==> src/rtl/rr_arb_mux_pkg.sv <==
// Shared types and reset constants for the rr_arb_mux slice.
// The burst-lock FSM state type is only used when RR_ARB_MUX_LOCK_EN is defined.
package rr_arb_mux_pkg;

    typedef enum logic {
        IDLE = 1'b0,
        LOCK = 1'b1
    } state_t;

    localparam logic   RST_OUT_VALID = 1'b0;
    localparam logic   RST_OUT_LAST  = 1'b0;
    localparam state_t RST_STATE     = IDLE;

endpackage

==> src/rtl/rr_arbiter.sv <==
// Round-robin arbiter: one-hot grant searched from the pointer upward, wrapping.
// The pointer moves to one past the winner only when a grant is issued while not stalled.
module rr_arbiter #(
    parameter int PORT = 4
) (
    input  logic            clk,
    input  logic            reset,
    input  logic            stall,
    input  logic [PORT-1:0] req,
    output logic [PORT-1:0] granto
);

    localparam int IDX = (PORT > 1) ? $clog2(PORT) : 1;

    logic [IDX-1:0] ptr;
    logic [IDX-1:0] grant_idx;
    logic [IDX-1:0] cand_idx;
    logic           grant_any;
    int             cand;

    // Pick the first requester at or after the pointer, wrapping modulo PORT.
    always_comb begin
        granto    = '0;
        grant_idx = '0;
        grant_any = 1'b0;
        cand      = 0;
        cand_idx  = '0;
        for (int off = 0; off < PORT; off++) begin
            cand = int'(ptr) + off;
            if (cand >= PORT) begin
                cand = cand - PORT;
            end
            cand_idx = IDX'(cand);
            if (!grant_any && req[cand_idx]) begin
                grant_any        = 1'b1;
                granto[cand_idx] = 1'b1;
                grant_idx        = cand_idx;
            end
        end
    end

    // Advance the priority pointer past the winner on a real, unstalled grant.
    always_ff @(posedge clk) begin
        if (reset) begin
            ptr <= '0;
        end else if (grant_any && !stall) begin
            ptr <= (grant_idx == IDX'(PORT - 1)) ? '0 : grant_idx + 1'b1;
        end
    end

endmodule

==> src/rtl/rr_arb_mux.sv <==
// N:1 round-robin arbitrated mux with a one-entry registered output stage.
// Define RR_ARB_MUX_LOCK_EN to hold the grant for whole bursts delimited by in_last;
// without it every beat is arbitrated independently and in_last only rides along.
module rr_arb_mux
    import rr_arb_mux_pkg::*;
#(
    parameter  int PORT = 4,
    parameter  int DATA = 32,
    localparam int IDX  = (PORT > 1) ? $clog2(PORT) : 1
) (
    input  logic                 clk,
    input  logic                 reset,
    input  logic [PORT-1:0]      in_valid,
    output logic [PORT-1:0]      in_ready,
    input  logic [PORT*DATA-1:0] in_data,
    input  logic [PORT-1:0]      in_last,
    output logic                 out_valid,
    input  logic                 out_ready,
    output logic [DATA-1:0]      out_data,
    output logic                 out_last,
    output logic [IDX-1:0]       out_port
);

    logic            load;
    logic            arb_stall;
    logic [PORT-1:0] grant;
    logic [PORT-1:0] sel;
    logic [PORT-1:0] xfer_vec;
    logic            xfer;
    logic [IDX-1:0]  xfer_idx;
    logic [DATA-1:0] data_arr [PORT];

    assign load = !out_valid || out_ready;

    for (genvar i = 0; i < PORT; i++) begin : g_unpack
        assign data_arr[i] = in_data[i*DATA +: DATA];
    end

    rr_arbiter #(
        .PORT (PORT)
    ) u_arbiter (
        .clk    (clk),
        .reset  (reset),
        .stall  (arb_stall),
        .req    (in_valid),
        .granto (grant)
    );

`ifdef RR_ARB_MUX_LOCK_EN
    state_t         state;
    state_t         state_nxt;
    logic [IDX-1:0] lock_idx;
    logic [IDX-1:0] lock_idx_nxt;

    // The arbiter is frozen while a burst owns the output, so its pointer only moves on fresh grants.
    assign arb_stall = !load || (state != IDLE);

    // Steer readiness to the arbiter winner when idle, or to the locked channel mid-burst.
    always_comb begin
        sel = '0;
        if (state == IDLE) begin
            sel = grant;
        end else begin
            sel[lock_idx] = 1'b1;
        end
    end

    // Enter LOCK on a non-final beat, leave it when the locked channel delivers its last beat.
    always_comb begin
        state_nxt    = state;
        lock_idx_nxt = lock_idx;
        case (state)
            IDLE: begin
                if (xfer && !in_last[xfer_idx]) begin
                    state_nxt    = LOCK;
                    lock_idx_nxt = xfer_idx;
                end
            end
            LOCK: begin
                if (xfer && in_last[xfer_idx]) begin
                    state_nxt = IDLE;
                end
            end
            default: state_nxt = IDLE;
        endcase
    end

    // Burst-lock state register.
    always_ff @(posedge clk) begin
        if (reset) begin
            state    <= RST_STATE;
            lock_idx <= '0;
        end else begin
            state    <= state_nxt;
            lock_idx <= lock_idx_nxt;
        end
    end
`else
    assign arb_stall = !load;
    assign sel       = grant;
`endif

    assign in_ready = {PORT{load && !reset}} & sel;
    assign xfer_vec = in_valid & in_ready;
    assign xfer     = |xfer_vec;

    // Encode the (at most one-hot) transfer vector into the source channel index.
    always_comb begin
        xfer_idx = '0;
        for (int i = 0; i < PORT; i++) begin
            if (xfer_vec[i]) begin
                xfer_idx = IDX'(i);
            end
        end
    end

    // Output register: load on a transfer, otherwise drop valid once downstream takes the beat.
    always_ff @(posedge clk) begin
        if (reset) begin
            out_valid <= RST_OUT_VALID;
            out_data  <= '0;
            out_last  <= RST_OUT_LAST;
            out_port  <= '0;
        end else if (xfer) begin
            out_valid <= 1'b1;
            out_data  <= data_arr[xfer_idx];
            out_last  <= in_last[xfer_idx];
            out_port  <= xfer_idx;
        end else if (out_ready) begin
            out_valid <= 1'b0;
        end
    end

endmodule

==> config.mk <==
export PLATFORM = sky130hd
export DESIGN_NAME = rr_arb_mux
export DESIGN_NICKNAME = d
export VERILOG_FILES = /design/src/rtl/rr_arb_mux_pkg.sv /design/src/rtl/rr_arbiter.sv /design/src/rtl/rr_arb_mux.sv
export SDC_FILE = /design/constraint.sdc
export NUM_CORES = 1
export LEC_CHECK = 0
export CORE_MARGIN = 1.5
export CORE_UTILIZATION = 41
export CTS_CLUSTER_DIAMETER = 120
export CTS_CLUSTER_SIZE = 12
export DETAILED_ROUTE_END_ITERATION = 8
export GPL_TIMING_DRIVEN = 0
export PLACE_DENSITY_LB_ADDON = 0.15
export SLEW_MARGIN = 10
export SYNTH_ARGS = -nofsm -noshare
export SYNTH_HDL_FRONTEND = slang
export SYNTH_SLANG_ARGS = --single-unit
export TNS_END_PERCENT = 50
==> constraint.sdc <==
create_clock -name clk -period 4.46 [get_ports clk]
set_input_delay 1.115 -clock clk [delete_from_list [all_inputs] [get_ports clk]]
set_output_delay 1.115 -clock clk [all_outputs]
set_load 0.02 [all_outputs]
### After elaboration in Yosys (flattened, before gate mapping)

Index checks and enable logic that the tools add are counted.

* register bits: 38
* word-level logic and storage cells: 94

* add/sub/neg operators: 8
* order comparisons: 14
* equal/unequal tests: 1
* multiplexer cells: 43
* bitwise logic cells: 6
* reductions and logical operators: 17

Operator list (count)
* binary-select mux 32 bit (select 2 bit): 1
* two-way mux 32 bit: 2
* two-way mux 2 bit: 11
* two-way mux 1 bit: 16
* two-way mux 4 bit: 4
* < comparator 2 x 3 -> 1 bit, second input constant: 5
* greater-or-equal comparator 3 bit, second input constant: 4
* bitwise OR 4 bit: 3
* binary-select mux 1 bit (select 2 bit): 5
* logical AND 1 bit: 9
* AND 4 bit: 2
* demux 1 bit (select 2 bit): 4
* greater-or-equal comparator 2 x 1 -> 1 bit, second input constant: 4
* subtractor 2 x 1 -> 2 bit, second input constant: 4
* adder 2 x 2 -> 3 bit, second input constant: 2
* zero test 1 bit: 5
* OR reduction 4 bit: 1
* adder 2 x 1 -> 3 bit, second input constant: 1
* greater-or-equal comparator 2 x 3 -> 1 bit, second input constant: 1
* NOT 2 -> 3 bit: 1
* adder 2 x 1 -> 2 bit, second input constant: 1
* equality test 2 bit, second input constant: 1
* nonzero test 2 bit: 1
* logical OR 1 bit: 1

### Longest topological paths before layout

Gate-level depths: netlist of run 1.

* depth in word-level cells: 23
* mapped depth: 14
* depth with buffers taken out: 11

### Modules after synthesis

From an unflattened synthesis of run 1, not the netlist that was laid out.

* cell total of the unflattened synthesis: 322
* area, all modules: 2984.1 um2

By module, submodules not included
* rr_arb_mux: times used 1, cells each 254, area each 2412.3 um2, seq. area each 720.7 um2
* rr_arbiter: times used 1, cells each 68, area each 571.8 um2, seq. area each 40.0 um2

### Least setup slack after synthesis of run 1

Ideal clock, no wire load.

* kind: input to output
* start point: input in_valid[3]
* end point: output in_ready[2]
* arrival time: 2.974 ns
* slack: 0.371 ns
* stages: 8
* path buffers: 3
* cell sequence: buf_2 -> mux4_2 -> buf_2 -> a21o_1 -> a31o_2 -> a22oi_2 -> clkbuf_1 -> nor2_1

* cells in the longest elaborated chain, start to end: 13
* elaborated cells on any way between the ends: 25
* classes of those cells: mux (15); bitwise (4); reduce/logical (6)

Ends and longest elaborated chain
* from (decl): RTL line rr_arb_mux.sv:13 `input logic [PORT-1:0] in_valid,`
* binary-select mux 1 bit (select 2 bit): RTL line rr_arbiter.sv:34 `if (!grant_any && req[cand_idx]) begin`
* two-way mux 1 bit (not written as such): RTL line rr_arbiter.sv:34
* two-way mux 1 bit: RTL line rr_arbiter.sv:34
* zero test 1 bit: RTL line rr_arbiter.sv:34
* logical AND 1 bit: RTL line rr_arbiter.sv:34
* two-way mux 1 bit: RTL line rr_arbiter.sv:34
* zero test 1 bit: RTL line rr_arbiter.sv:34
* logical AND 1 bit: RTL line rr_arbiter.sv:34
* two-way mux 1 bit: RTL line rr_arbiter.sv:34
* zero test 1 bit: RTL line rr_arbiter.sv:34
* logical AND 1 bit: RTL line rr_arbiter.sv:34
* two-way mux 4 bit *: RTL line rr_arbiter.sv:34
* AND 4 bit *: RTL line rr_arb_mux.sv:103 `assign in_ready = {PORT{load && !reset}} & sel;`
* to (decl): RTL line rr_arb_mux.sv:14 `output logic [PORT-1:0] in_ready,`

Every way passes the cells marked *; elsewhere a longest branch is shown, timed or not. The select of a mux whose other input is x is not followed.

### Worst setup path after layout of run 1

* start point: input in_valid[2]
* end point: output in_ready[2]

Same word-level chain as after synthesis.

==> results.py, run 1 <==
metrics = {
    "pwr": {
        "ir_drop_v": 0.000272,
        "power.switching_mw": 1.30,
        "internal_power_mw": 1.45,
        "switching_share": 0.473,
        "powerDensity_nw_per_um2": 493,
        "pwr-share-seq": 0.209,
        "p_clk_frac": 0.093,
        "p_comb_frac": 0.697,
        "p_leak_nw": 2.09,
        "power.total_mw": 2.75,
    },
    "floorplanning": {
        "core_um2": 8340,
        "rows": 33,
        "ios": 179,
        "die_w_um": 96.5,
        "dieHeight_um": 96.5,
        "dieArea_um2": 9310,
        "start_util": 0.429,
    },
    "yosys": {
        "syn-num-nets": 579,
        "async_flop_share": 0,
        "synthCells": 431,
        "syn-cell-area_um2": 3580,
        "synth.distinct_cells": 46,
        "syn_avg_cell_area_um2": 8.31,
        "synth_top_area_frac": 0.212,
        "synth_edf_count": 0,
        "ys_seq_area_frac": 0.212,
        "synth_flop_cell": "dfxtp_1",
        "synth-seq-cells": 38,
        "yosysWarnings": 0,
        "synth_area_leader_cell": "dfxtp_1",
        "synth.area.top_cells": "dfxtp_1, nor4_1, mux2i_1",
    },
    "cts": {
        "cts_tree": "done",
        "worstSkewPairLatency_ns": 0.30,
        "numCtsBuffers": 5,
        "htreeDepth": 2,
        "cts_hold_buf": 0,
        "clk_pin_slew_ns": 0.08,
        "clock_sinks": 38,
        "cts_buffer_depth": 2,
        "cts_root_buf": "clkbuf_8",
    },
    "sta": {
        "fin_crit_sh": 1.00,
        "tightest_slew_ns": 0.584,
        "skew_ns": 0.00678,
        "hold_viol_final": 0,
        "setup_ws_ns": -0.0161,
        "fmaxAchievable_mhz": 223,
        "rsz0062_at_grt": "yes",
        "finalSetupTns_ns": -0.0161,
        "setup_viol": 1,
        "slew_headroom": 0.606,
        "slew_viol_final": 0,
        "fin_crit_ns": 4.48,
    },
    "routing": {
        "wirelength_um": 14500,
        "drt_iter0_markers": 355,
        "drc": 0,
        "wl_per_cell_um": 20.1,
        "vias": 4609,
        "ant_nets": 0,
        "first_pass_iters": 5,
        "vias_per_cell": 6.40,
    },
    "place": {
        "dp_slack_ns": -0.818,
        "portBuffers": 176,
        "dp_hpwl_um": 10900,
        "gp_congestion": 0.892,
    },
    "outcome": {
        "failed_checks": "setup timing",
        "status": "finished with violations",
    },
    "grt": {
        "grt_max_degree": 18,
        "grt_pass1_vias": 4532,
        "grt-ovfl-total": 0,
        "grt_pass1_wl_um": 22400,
        "antenna_found_initial": 0,
        "grt_use_total": 0.306,
    },
    "worst_setup_path": {
        "critPathLaunchType": "primary input",
        "path_class": "in -> out",
        "critPathCaptureType": "primary output",
        "cp.required_ns": 3.35,
        "crit_arrival_ns": 3.36,
        "path_max_fanout": 10,
    },
    "cells_and_area": {
        "multiInputGateArea_um2": 2450,
        "layout_common_cells": "clkdlybuf4s50_1, nor4_1, mux2i_1, dfxtp_1, nor3_1",
        "fin_nets": 764,
        "insertedDiodeCount": 0,
        "drive_gt1_frac": 0.0829,
        "register_area_um2": 761,
        "final_common_cell": "clkdlybuf4s50_1",
        "syn2layout_area_growth_pct": 56.1,
        "fill_cells": 717,
    },
    "hold_path": {
        "hp-class": "reg -> reg",
    },
    "run": {
        "drv_cap": 0,
    },
}
## final cells by class
cell class                 count  share of cell area
buffer                        63              0.0653
clock buffer                   6              0.0148
inverter                      10             0.00671
multi-input combinational    319               0.438
sequential                    38               0.136
tap                          105              0.0235
timing repair buffer         179               0.316
## worst max-delay path, stage by stage
cell and delay [ns]:
clkdlybuf4s50_1 0.43, buf_4 0.18, mux4_2 0.48, buf_4 0.19, a21o_1 0.16, a31o_2 0.23, a22oi_2 0.18, buf_8 0.17
nor2_1 0.05, buf_2 0.18
## synthesized netlist by cell type (2+ instances only)
master and n:
mux2i_1 39, a22oi_1 2, a21oi_1 7, a221oi_1 33
buf_2 11, o21ai_0 4, and2_1 2, a21o_1 4
a211oi_1 34, nand3_1 2, and3b_1 2, buf_4 2
a31o_2 3, mux4_2 2, a31o_1 2, clkbuf_1 40
nor3b_1 2, nand2b_1 4, nor2_1 7, ha_1 9
nor4_1 67, nand2_1 3, and3_1 4, a22oi_2 2
dfxtp_1 38, o41ai_1 34, inv_1 9, buf_6 8
nor3_1 37, buf_8 2
## timing repair
action,CTS,global route
pin swaps,2,1
endpoints found under the setup margin,4,4
gates cloned,0,0
buffers inserted,2,1
gates resized for setup,18,7
## power by group through the flow
stage          clock [mW]  sequential [mW]  combinational (mW)
2_1_floorplan           0            0.735               0.997
3_3_place_gp            0            0.574                1.81
3_5_place_dp            0            0.581                1.85
4_1_cts             0.256            0.576                1.88
5_1_grt             0.262            0.592                2.08
6_report            0.257            0.577                1.92
## worst paths after layout
kind | startpoint | endpoint | slack (ns) | depth (start not counted)
hold reg to reg | out_port[1]$_SDFFE_PP0P_ | out_port[1]$_SDFFE_PP0P_ | 0.49 | 2
hold / removal | out_port[1]$_SDFFE_PP0P_ | out_port[1]$_SDFFE_PP0P_ | 0.49 | 2
setup reg to reg | u_arbiter.ptr[0]$_SDFFE_PP0P_ | out_data[4]$_SDFFE_PP0P_ | 0.81 | 13
setup / recovery | in_valid[2] | in_ready[2] | -0.02 | 10
## cells by family (layout without fill, tap and decap cells)
kind of cell	count (synthesis)	count (layout)	synth area share
and+or+nand+nor	132	132	0.216
adders and majority gates	9	9	0.0314
DFF	38	38	0.212
buffers and inverters	74	258	0.107
AOI/OAI and AO/OA	136	136	0.309
muxes	42	42	0.125
## routing by layer
layer / routed length, µm / global-route usage
met1: 5790 / 0.372
met2: 6950 / 0.548
met3: 1510 / 0.0673
met4: 201 / 0.0700
met5: 0 / 0
## stage by stage
step | area [µm²] | util | instances | hold WS (ns)
floorplan | 3580 | - | 431 | 0.547
global placement | 5480 | 0.656 | 712 | 0.462
CTS | 5590 | 0.670 | 719 | 0.495
finish | 5590 | 0.671 | 720 | 0.491
detailed placement | 5480 | 0.656 | 712 | 0.477
global route | 5590 | 0.671 | 720 | 0.539
## registers in the layout, summed over array words and instances, names as in the netlist
signal         count
u_arbiter.ptr      2
out_data          32
out_valid          1
out_last           1
out_port           2
(Power assumes the default switching activity.)
==> run 2, diff against run 1 <==
--- a/config.mk
+++ b/config.mk
@@ -6,14 +6,14 @@
 export NUM_CORES = 1
 export LEC_CHECK = 0
 export CORE_MARGIN = 1.5
-export CORE_UTILIZATION = 41
+export CORE_UTILIZATION = 38
 export CTS_CLUSTER_DIAMETER = 120
 export CTS_CLUSTER_SIZE = 12
 export DETAILED_ROUTE_END_ITERATION = 8
-export GPL_TIMING_DRIVEN = 0
-export PLACE_DENSITY_LB_ADDON = 0.15
+export PLACE_DENSITY = 0.81
 export SLEW_MARGIN = 10
 export SYNTH_ARGS = -nofsm -noshare
 export SYNTH_HDL_FRONTEND = slang
+export SYNTH_HIERARCHICAL = 1
 export SYNTH_SLANG_ARGS = --single-unit
 export TNS_END_PERCENT = 50
==> run 2 against run 1 <==
Compared with the run above:
- the run now ends clean
- non-clock buffer count decreased by 32
- cell count decreased by 15%
- highest routed layer unchanged
- worst hold slack improved by 0.019 ns
- via count decreased by 27%
- power increased by 21%
==> results.py, run 2 <==
metrics = {
    "outcome": {
        "status": "completed",
    },
    "cells_and_area": {
        "top_register": "out_data",
        "fin_nets": 651,
        "largest_reg_flops": 32,
        "insertedDiodeCount": 0,
        "reg.largest.list": "out_data: 32 flops, out_port: 2 flops, u_arbiter/ptr: 2 flops",
        "layout_common_cells": "clkdlybuf4s50_1, a22oi_1, dfxtp_1",
        "syn2layout_area_growth_pct": 69.1,
        "final_cell_area_um2": 5050,
        "final_common_cell": "clkdlybuf4s50_1",
        "drive_gt1_frac": 0.237,
    },
    "sta": {
        "tightest_slew_ns": 0.761,
        "fmaxAchievable_mhz": 232,
        "skew_ns": 0.00317,
        "slew_viol_final": 0,
        "slew_headroom": 0.491,
        "fin_crit_ns": 4.31,
        "fin_crit_sh": 0.967,
        "fin_hold_ws_ns": 0.511,
        "rsz0062_at_grt": "no",
        "setup_viol": 0,
        "hold_viol_final": 0,
    },
    "worst_setup_path": {
        "r2r_end": "out_data[16]$_SDFFE_PP0P_",
        "path_max_fanout": 11,
        "critPathLaunchType": "primary input",
        "reg2reg_depth": 14,
        "cp-endpoint": "in_ready[0]",
        "crit_slowest_cell": "mux4_2",
        "cp.required_ns": 3.35,
        "cp_slowest_stage_delay_ns": 0.51,
        "cpMostUsedCell": "buf_4",
        "crit_arrival_ns": 3.20,
        "path_class": "in -> out",
        "crit_start": "in_valid[2]",
        "crit_chain": "clkdlybuf4s50_1, buf_4, mux4_2, buf_4, a22oi_1, o21ai_1, and2_1, dlygate4sd2_1",
        "r2r_slack_ns": 0.70,
        "critPathCaptureType": "primary output",
        "worstReg2RegStart": "u_arbiter/ptr[0]$_SDFFE_PP0P_",
    },
    "floorplanning": {
        "start_util": 0.390,
        "die_w_um": 91.6,
        "dieArea_um2": 8390,
        "rows": 32,
        "dieHeight_um": 91.6,
        "core_um2": 7650,
        "ios": 179,
    },
    "routing": {
        "first_pass_iters": 4,
        "wl_met2_um": 5060,
        "vias_per_cell": 5.54,
        "dr_wl_met3_um": 676,
        "wirelength_um": 10300,
        "vias": 3372,
        "route.top_layer_used": "met4",
        "ant_nets": 0,
        "wl_per_cell_um": 16.8,
        "drt_iter0_markers": 139,
        "drc": 0,
        "wl_met1_um": 4470,
    },
    "pwr": {
        "power.switching_mw": 1.53,
        "p_comb_frac": 0.712,
        "switching_share": 0.459,
        "pwr-share-seq": 0.180,
        "p_leak_nw": 1.82,
        "p_clk_frac": 0.109,
        "internal_power_mw": 1.81,
        "powerDensity_nw_per_um2": 663,
        "ir_drop_v": 0.000413,
    },
    "cts": {
        "cts_tree": "done",
        "clock_sinks": 38,
        "cts_root_buf": "clkbuf_8",
        "worstSkewPairLatency_ns": 0.28,
        "numCtsBuffers": 5,
        "clk_pin_slew_ns": 0.08,
        "post_cts_buffers": 0,
        "htreeDepth": 2,
        "cts_buffer_depth": 2,
    },
    "yosys": {
        "ys_seq_area_frac": 0.255,
        "synth-seq-cells": 38,
        "synth_top_area_frac": 0.255,
        "syn_avg_cell_area_um2": 9.27,
        "synth.distinct_cells": 56,
        "synth_area_leader_cell": "dfxtp_1",
        "syn-cell-area_um2": 2980,
        "async_flop_share": 0,
        "synth.area.top_cells": "dfxtp_1, a311oi_2, a22oi_1",
        "yosysMostFrequentCell": "a22oi_1",
        "yosys-top-cells-count": "a22oi_1, dfxtp_1, o21ai_0, a21oi_1",
        "synthCells": 322,
        "yosysWarnings": 6,
        "synth_flop_cell": "dfxtp_1",
        "syn-num-nets": 467,
        "synth_edf_count": 0,
    },
    "place": {
        "placed_area_um2": 4900,
        "dp_hpwl_um": 7640,
        "gp_congestion": 0.827,
        "portBuffers": 178,
    },
    "grt": {
        "grt_max_degree": 42,
        "grt_pass1_vias": 3288,
        "antenna_found_initial": 0,
        "grt_use_total": 0.240,
        "grt-ovfl-total": 0,
        "grt_pass1_wl_um": 16300,
    },
    "run": {
        "drv_cap": 0,
    },
    "hold_path": {
        "hp-class": "reg -> reg",
    },
}
-- run 2: cell types whose count changed in the layout (fill, tap and decap cells not counted), sizes merged, moves of 28 or more --
cell	delta
nor2	+34
clkbuf	-40
o21ai	+38
a22oi	+38
nor3	-36
nor4	-66
a211oi	-32
a311oi	+32
mux2i	-37
o41ai	-34
a221oi	-33
a21oi	+28
-- run 2: logic make-up after synthesis --
family,share of synthesized area
AOI/OAI and AO/OA,0.457
muxes,0.0293
xor gates and xnor gates,0.00294
DFF,0.255
buffers and inverters,0.0931
and+or+nand+nor,0.138
adders and majority gates,0.0252
-- run 2: metrics by stage --
step / TNS, ns / util / setup WS (ns) / cells / total power [mW]
final: 0 / 0.660 / 0.149 / 609 / 3.35
after global routing: 0 / 0.660 / 0.0120 / 609 / 3.58
after CTS: 0 / 0.658 / 0.0702 / 609 / 3.36
after detailed placement: -0.571 / 0.640 / -0.148 / 601 / 3.00
after global placement: -0.507 / 0.640 / -0.140 / 601 / 2.96
after floorplan: 0 / - / 0.686 / 322 / 2.16
-- run 2: worst min-delay path by stage --
stage,to,depth (start not counted),from
global placement,out_data[16]$_SDFFE_PP0P_,2,out_data[16]$_SDFFE_PP0P_
finish,out_data[17]$_SDFFE_PP0P_,2,out_data[17]$_SDFFE_PP0P_
CTS,out_data[17]$_SDFFE_PP0P_,2,out_data[17]$_SDFFE_PP0P_
detailed placement,out_port[1]$_SDFFE_PP0P_,2,out_port[1]$_SDFFE_PP0P_
global route,out_data[18]$_SDFFE_PP0P_,2,out_data[18]$_SDFFE_PP0P_
floorplan,out_port[0]$_SDFFE_PP0P_,2,out_port[0]$_SDFFE_PP0P_
-- run 2: final cells by class --
class                   count  area, µm²
multi-input cells         247       1950
well taps                 102        128
clock buffers               6       82.6
flip-flops and latches     38        761
fillers                   645       2600
inverters                   4       20.0
repair buffers            210       2040
clock inverters             2       60.1
-- run 2: critical path, delay by kind of cell --
family | cells | cell delay [ns]
compound gates | 2 | 0.29
buf+inv | 4 | 1.14
mux | 1 | 0.51
simple gates | 1 | 0.14
-- run 2: power by group through the flow --
stage | clock network [mW] | logic, mW | registers [mW]
2_1_floorplan | 0 | 1.37 | 0.794
3_3_place_gp | 0 | 2.36 | 0.602
3_5_place_dp | 0 | 2.39 | 0.606
4_1_cts | 0.373 | 2.39 | 0.601
5_1_grt | 0.389 | 2.57 | 0.620
6_report | 0.364 | 2.38 | 0.601
-- run 2: repair_timing --
| action | CTS | global route |
|---|---|---|
| resized for setup | 4 | 5 |
| hold buffers | 0 | 0 |
| setup endpoints to repair | 4 | 4 |
-- run 2: layer usage --
layer  track usage  up-vias
met5             0        -
met4        0.0352        0
met3        0.0473        4
met2         0.425      123
met1         0.305     1623
li1              -     1622
==> RTL change 1, RTL diff (settings of run 1) <==
The option `RR_ARB_MUX_LOCK_EN` is turned on by a define.
--- a/src/rtl/rr_arb_mux.sv
+++ b/src/rtl/rr_arb_mux.sv
@@ -1,6 +1,8 @@
 // N:1 round-robin arbitrated mux with a one-entry registered output stage.
 // Define RR_ARB_MUX_LOCK_EN to hold the grant for whole bursts delimited by in_last;
 // without it every beat is arbitrated independently and in_last only rides along.
+`define RR_ARB_MUX_LOCK_EN
+
 module rr_arb_mux
     import rr_arb_mux_pkg::*;
 #(
Behaviour: not the same (a bounded check fails within 4 cycles, from zero or initial values and one cycle with reset high).
==> RTL change 1 against run 1 <==
Fmax grew 0.44%; clock skew is essentially flat; first-iteration DRC count shrank 60%; clock power grew 27%; total power grew 7.6%; count of clock-buffer cells in the layout grew 1; utilization grew 1.7 points; routed wire length shrank 19%; area after synthesis shrank 7.9%; design area shrank 4.5%; setup slack gained 20 ps; sequential cell count grew 3; global-route usage shrank 3.9 points.
==> RTL change 1: results (changes against run 1) <==
[metrics] headroom to the max-slew limit: 52.9% (-7.7 points)
[metrics] Layout non-clock buf frac: 36.8% (-1.3 points)
[metrics] WL met3: 1.04 mm (-31%)
[metrics] setup slack, reg-to-reg: 660 ps (-150 ps)
[metrics] count of vias placed by the detailed router: 3,835 (-17%)
[metrics] worst hold margin: 479 ps (-12.6 ps)
[metrics] number of standard cells after synthesis: 402 (-6.7%)
[metrics] launch instance of the worst min-delay path: out_port[1]
[metrics] number of DRC violations after detailed-routing iteration 0: 142 (-60%)
[metrics] end of the worst hold path: out_port[1]
[metrics] layout cells sized above 1: 10.7% (+2.4 points)
[metrics] number of synthesized register bits: 41 (+7.9%)
[metrics] Internal Dissipation: 1600 µW (+10%)
[metrics] inverter count of the layout excluding clock inverters: 14 (+4)
[metrics] Routed met2 length: 5.86 mm (-16%)
[metrics] met1 WL: 4.65 mm (-20%)
[metrics] Fillers: 687 (-4.2%)
[metrics] worst supply voltage drop on vdd: 0.291 mV (+6.9%)
[metrics] GR met2 Demand/Resource: 47.3% (-7.5 points)
[metrics] number of nets in the layout: 734 (-3.9%)
[metrics] number of nets in the synthesized netlist: 549 (-5.2%)
[metrics] global-route wire length before repair: 18.1 mm (-19%)
[metrics] cell types occupying the most area after synthesis: sky130_fd_sc_hd__dfxtp_1 25%, sky130_fd_sc_hd__mux2i_1 11%, sky130_fd_sc_hd__nor2_1 9.2%
[metrics] capturing point of the worst reg2reg path: out_data[12]
[metrics] fraction of the yosys area taken by sequential cells: 24.9% (+3.6 points)
[metrics] placer's final routability congestion estimate: 0.822 (-7.8%)
[metrics] outcome: finished clean
[metrics] adder and majority cell fraction of the synthesized area: 3.03% (-0.11 points)
[metrics] Synth-to-Final Area Change: 61.9%
==> RTL change 1: changes by cell type in the layout (fill, tap and decap cells not counted), moves of 6 or more <==
cell	change
sky130_fd_sc_hd__a211o_1	+33
sky130_fd_sc_hd__a211oi_1	-29
sky130_fd_sc_hd__a221oi_1	-31
sky130_fd_sc_hd__a311oi_1	+14
sky130_fd_sc_hd__a311oi_2	+18
sky130_fd_sc_hd__buf_2	+6
sky130_fd_sc_hd__buf_6	-6
sky130_fd_sc_hd__clkbuf_1	-20
sky130_fd_sc_hd__nand2_1	+36
sky130_fd_sc_hd__nor2_1	+74
sky130_fd_sc_hd__nor3_1	-33
sky130_fd_sc_hd__nor4_1	-67
sky130_fd_sc_hd__o41ai_1	-34
==> RTL change 1: what timing repair did <==
item / in CTS / in global routing
hold endpoints to repair: 0 / 0
setup endpoints to repair: 4 / 4
setup buffers: 1 / 0
resized for setup: 10 / 7
pin swaps: 1 / 2
==> RTL change 2, RTL diff (flow settings as in run 1) <==
Without the edit above. `PORT` is set to 4 in 2 places; all go to 8.
--- a/src/rtl/rr_arbiter.sv
+++ b/src/rtl/rr_arbiter.sv
@@ -1,7 +1,7 @@
 // Round-robin arbiter: one-hot grant searched from the pointer upward, wrapping.
 // The pointer moves to one past the winner only when a grant is issued while not stalled.
 module rr_arbiter #(
-    parameter int PORT = 4
+    parameter int PORT = 8
 ) (
     input  logic            clk,
     input  logic            reset,
--- a/src/rtl/rr_arb_mux.sv
+++ b/src/rtl/rr_arb_mux.sv
@@ -4,7 +4,7 @@
 module rr_arb_mux
     import rr_arb_mux_pkg::*;
 #(
-    parameter  int PORT = 4,
+    parameter  int PORT = 8,
     parameter  int DATA = 32,
     localparam int IDX  = (PORT > 1) ? $clog2(PORT) : 1
 ) (
Ports: changed (5 resized); port bits go from 179 to 320. The function was not compared with the original's and may differ.
==> RTL change 2 against run 1 <==
The run still ends with negative setup slack left; routed wire length increased by 100%; setup slack got worse by 450 ps; area after synthesis increased by 40%; design area increased by 67%; sequential share of layout area decreased by 5.0 points; sequential power increased by 2%; sequential cell count increased by 2; cell count increased by 46%; critical endpoint is now in_ready[5]; hold slack improved by 4.3 ps; register-to-register slack got worse by 1300 ps; total power increased by 100%; critical path depth increased by 5.
==> RTL change 2: results (changes against run 1) <==
[metrics] Finish-stage setup viols: 41 (+40)
[metrics] placed cell areas: 0.00850 mm² (+55%)
[metrics] number of distinct library cells after synthesis: 66 (+43%)
[metrics] GRT Resource Usage Total: 42.5% (+12 points)
[metrics] violations in the final reports: negative setup slack
[metrics] via count of the first global-routing pass: 7,247 (+60%)
[metrics] largest net degree at the start of global routing: 14 (-4)
[metrics] leakage dissipation: 0.00342 µW (+63%)
[metrics] critical path's slowest cell: sky130_fd_sc_hd__or4_4
[metrics] Fillers: 765 (+6.7%)
[metrics] gate family responsible for the most delay along the worst path: simple AND/OR/NAND/NOR gates
[metrics] outcome: complete, but fails checks
[metrics] total negative setup slack: -12,910 ps (-12,900 ps)
[metrics] number of buffers inserted by port buffering: 317 (+80%)
[metrics] cell types occupying the most area after synthesis: sky130_fd_sc_hd__mux4_2 22%, sky130_fd_sc_hd__mux2i_1 16%, sky130_fd_sc_hd__dfxtp_1 16%
[metrics] number of nets in the layout: 1,183 (+55%)
[metrics] post-detailed-route via-to-cell ratio: 6.68 (+4.3%)
[metrics] Critical Path Max Stage Delay: 530 ps (+50 ps)
[metrics] worst supply voltage drop on vdd: 0.388 mV (+43%)
[metrics] layout cells sized above 1: 23.9% (+16 points)
[metrics] final standard cell count with taps included and fillers excluded: 1,048 (+46%)
[metrics] fraction of the yosys area taken by sequential cells: 16.0% (-5.3 points)
[metrics] min setup slack post-route: -463 ps (-447 ps)
[metrics] crit-path max FO: 7 (-3)
[metrics] global-route wire length before repair: 41.1 mm (+84%)
[metrics] area taken by flip-flops and latches: 806 µm² (+5.9%)
[metrics] initial antenna violation count: 0 (unchanged)
[metrics] Place WS: -1730 ps (-910 ps)
[metrics] average size of a mapped cell: 9.42 µm² (+13%)
[metrics] detailed placement HPWL: 22.3 mm (+100%)
[metrics] placer's final routability congestion estimate: 0.975 (+9.4%)
[metrics] Fin Clk Skew: 6.95 ps (+0.166 ps)
[metrics] number of nets in the synthesized netlist: 816 (+41%)
[metrics] actual slew at the worst max-slew pin: 775 ps (+191 ps)
[metrics] data arrival time of the worst path: 3810 ps (+450 ps)
[metrics] most instantiated cells after synthesis: 81 x sky130_fd_sc_hd__mux2i_1, 48 x sky130_fd_sc_hd__mux4_2, 40 x sky130_fd_sc_hd__dfxtp_1
==> RTL change 2: path summary, 6_finish.rpt <==
| kind | slack (ps) | cells after the start | to | startpoint |
|---|---|---|---|---|
| setup / recovery | -460 | 15 | in_ready[5] | u_arbiter.ptr[0] |
| hold reg to reg | 500 | 1 | out_data[15] | out_data[15] |
| setup reg to reg | -450 | 18 | out_data[31] | u_arbiter.ptr[0] |
| hold / removal | 500 | 1 | out_data[15] | out_data[15] |
==> RTL change 2: layer usage <==
metal  track usage, %  share of wire [%]  up-vias
met4             30.9                8.4        0
li1                 -                  -     2906
met5                0                  0        -
met1             46.0                 34     3352
met3             10.3                9.5      147
met2             72.7                 49      592
==> RTL change 2: cells by family (layout without fill, tap and decap cells) <==
group,after synthesis,after routing,synth area share [%]
AOI/OAI and AO/OA,143,143,21.9
xor gates and xnor gates,4,4,0.698
adders and majority gates,8,8,1.99
buffers and inverters,61,429,6.03
DFF,40,40,16.0
muxes,139,139,40.1
and+or+nand+nor,138,138,13.3
==> RTL change 2: cell type report <==
class	instances	share of cell area, %
multi-input combinational	432	44.5
timing repair buffer	365	37.9
sequential	40	8.60
buffer	51	4.88
tap	147	1.96
clock buffer	5	1.34
clock inverter	3	0.454
inverter	5	0.361
==> RTL change 2: power by group through the flow <==
stage | clock (µW) | combinational [µW] | sequential [µW]
after floorplan | 0 | 2460 | 674
after global placement | 0 | 3800 | 583
after detailed placement | 0 | 3860 | 588
after CTS | 420 | 4390 | 586
after global routing | 437 | 4800 | 593
final | 424 | 4620 | 589
==> RTL change 2: timing repair <==
action / 4_1_cts / 5_1_grt
buffers inserted: 41 / 6
gates resized for setup: 141 / 46
cloned: 2 / 1
endpoints found under the setup margin: 48 / 43
pin swaps: 21 / 13
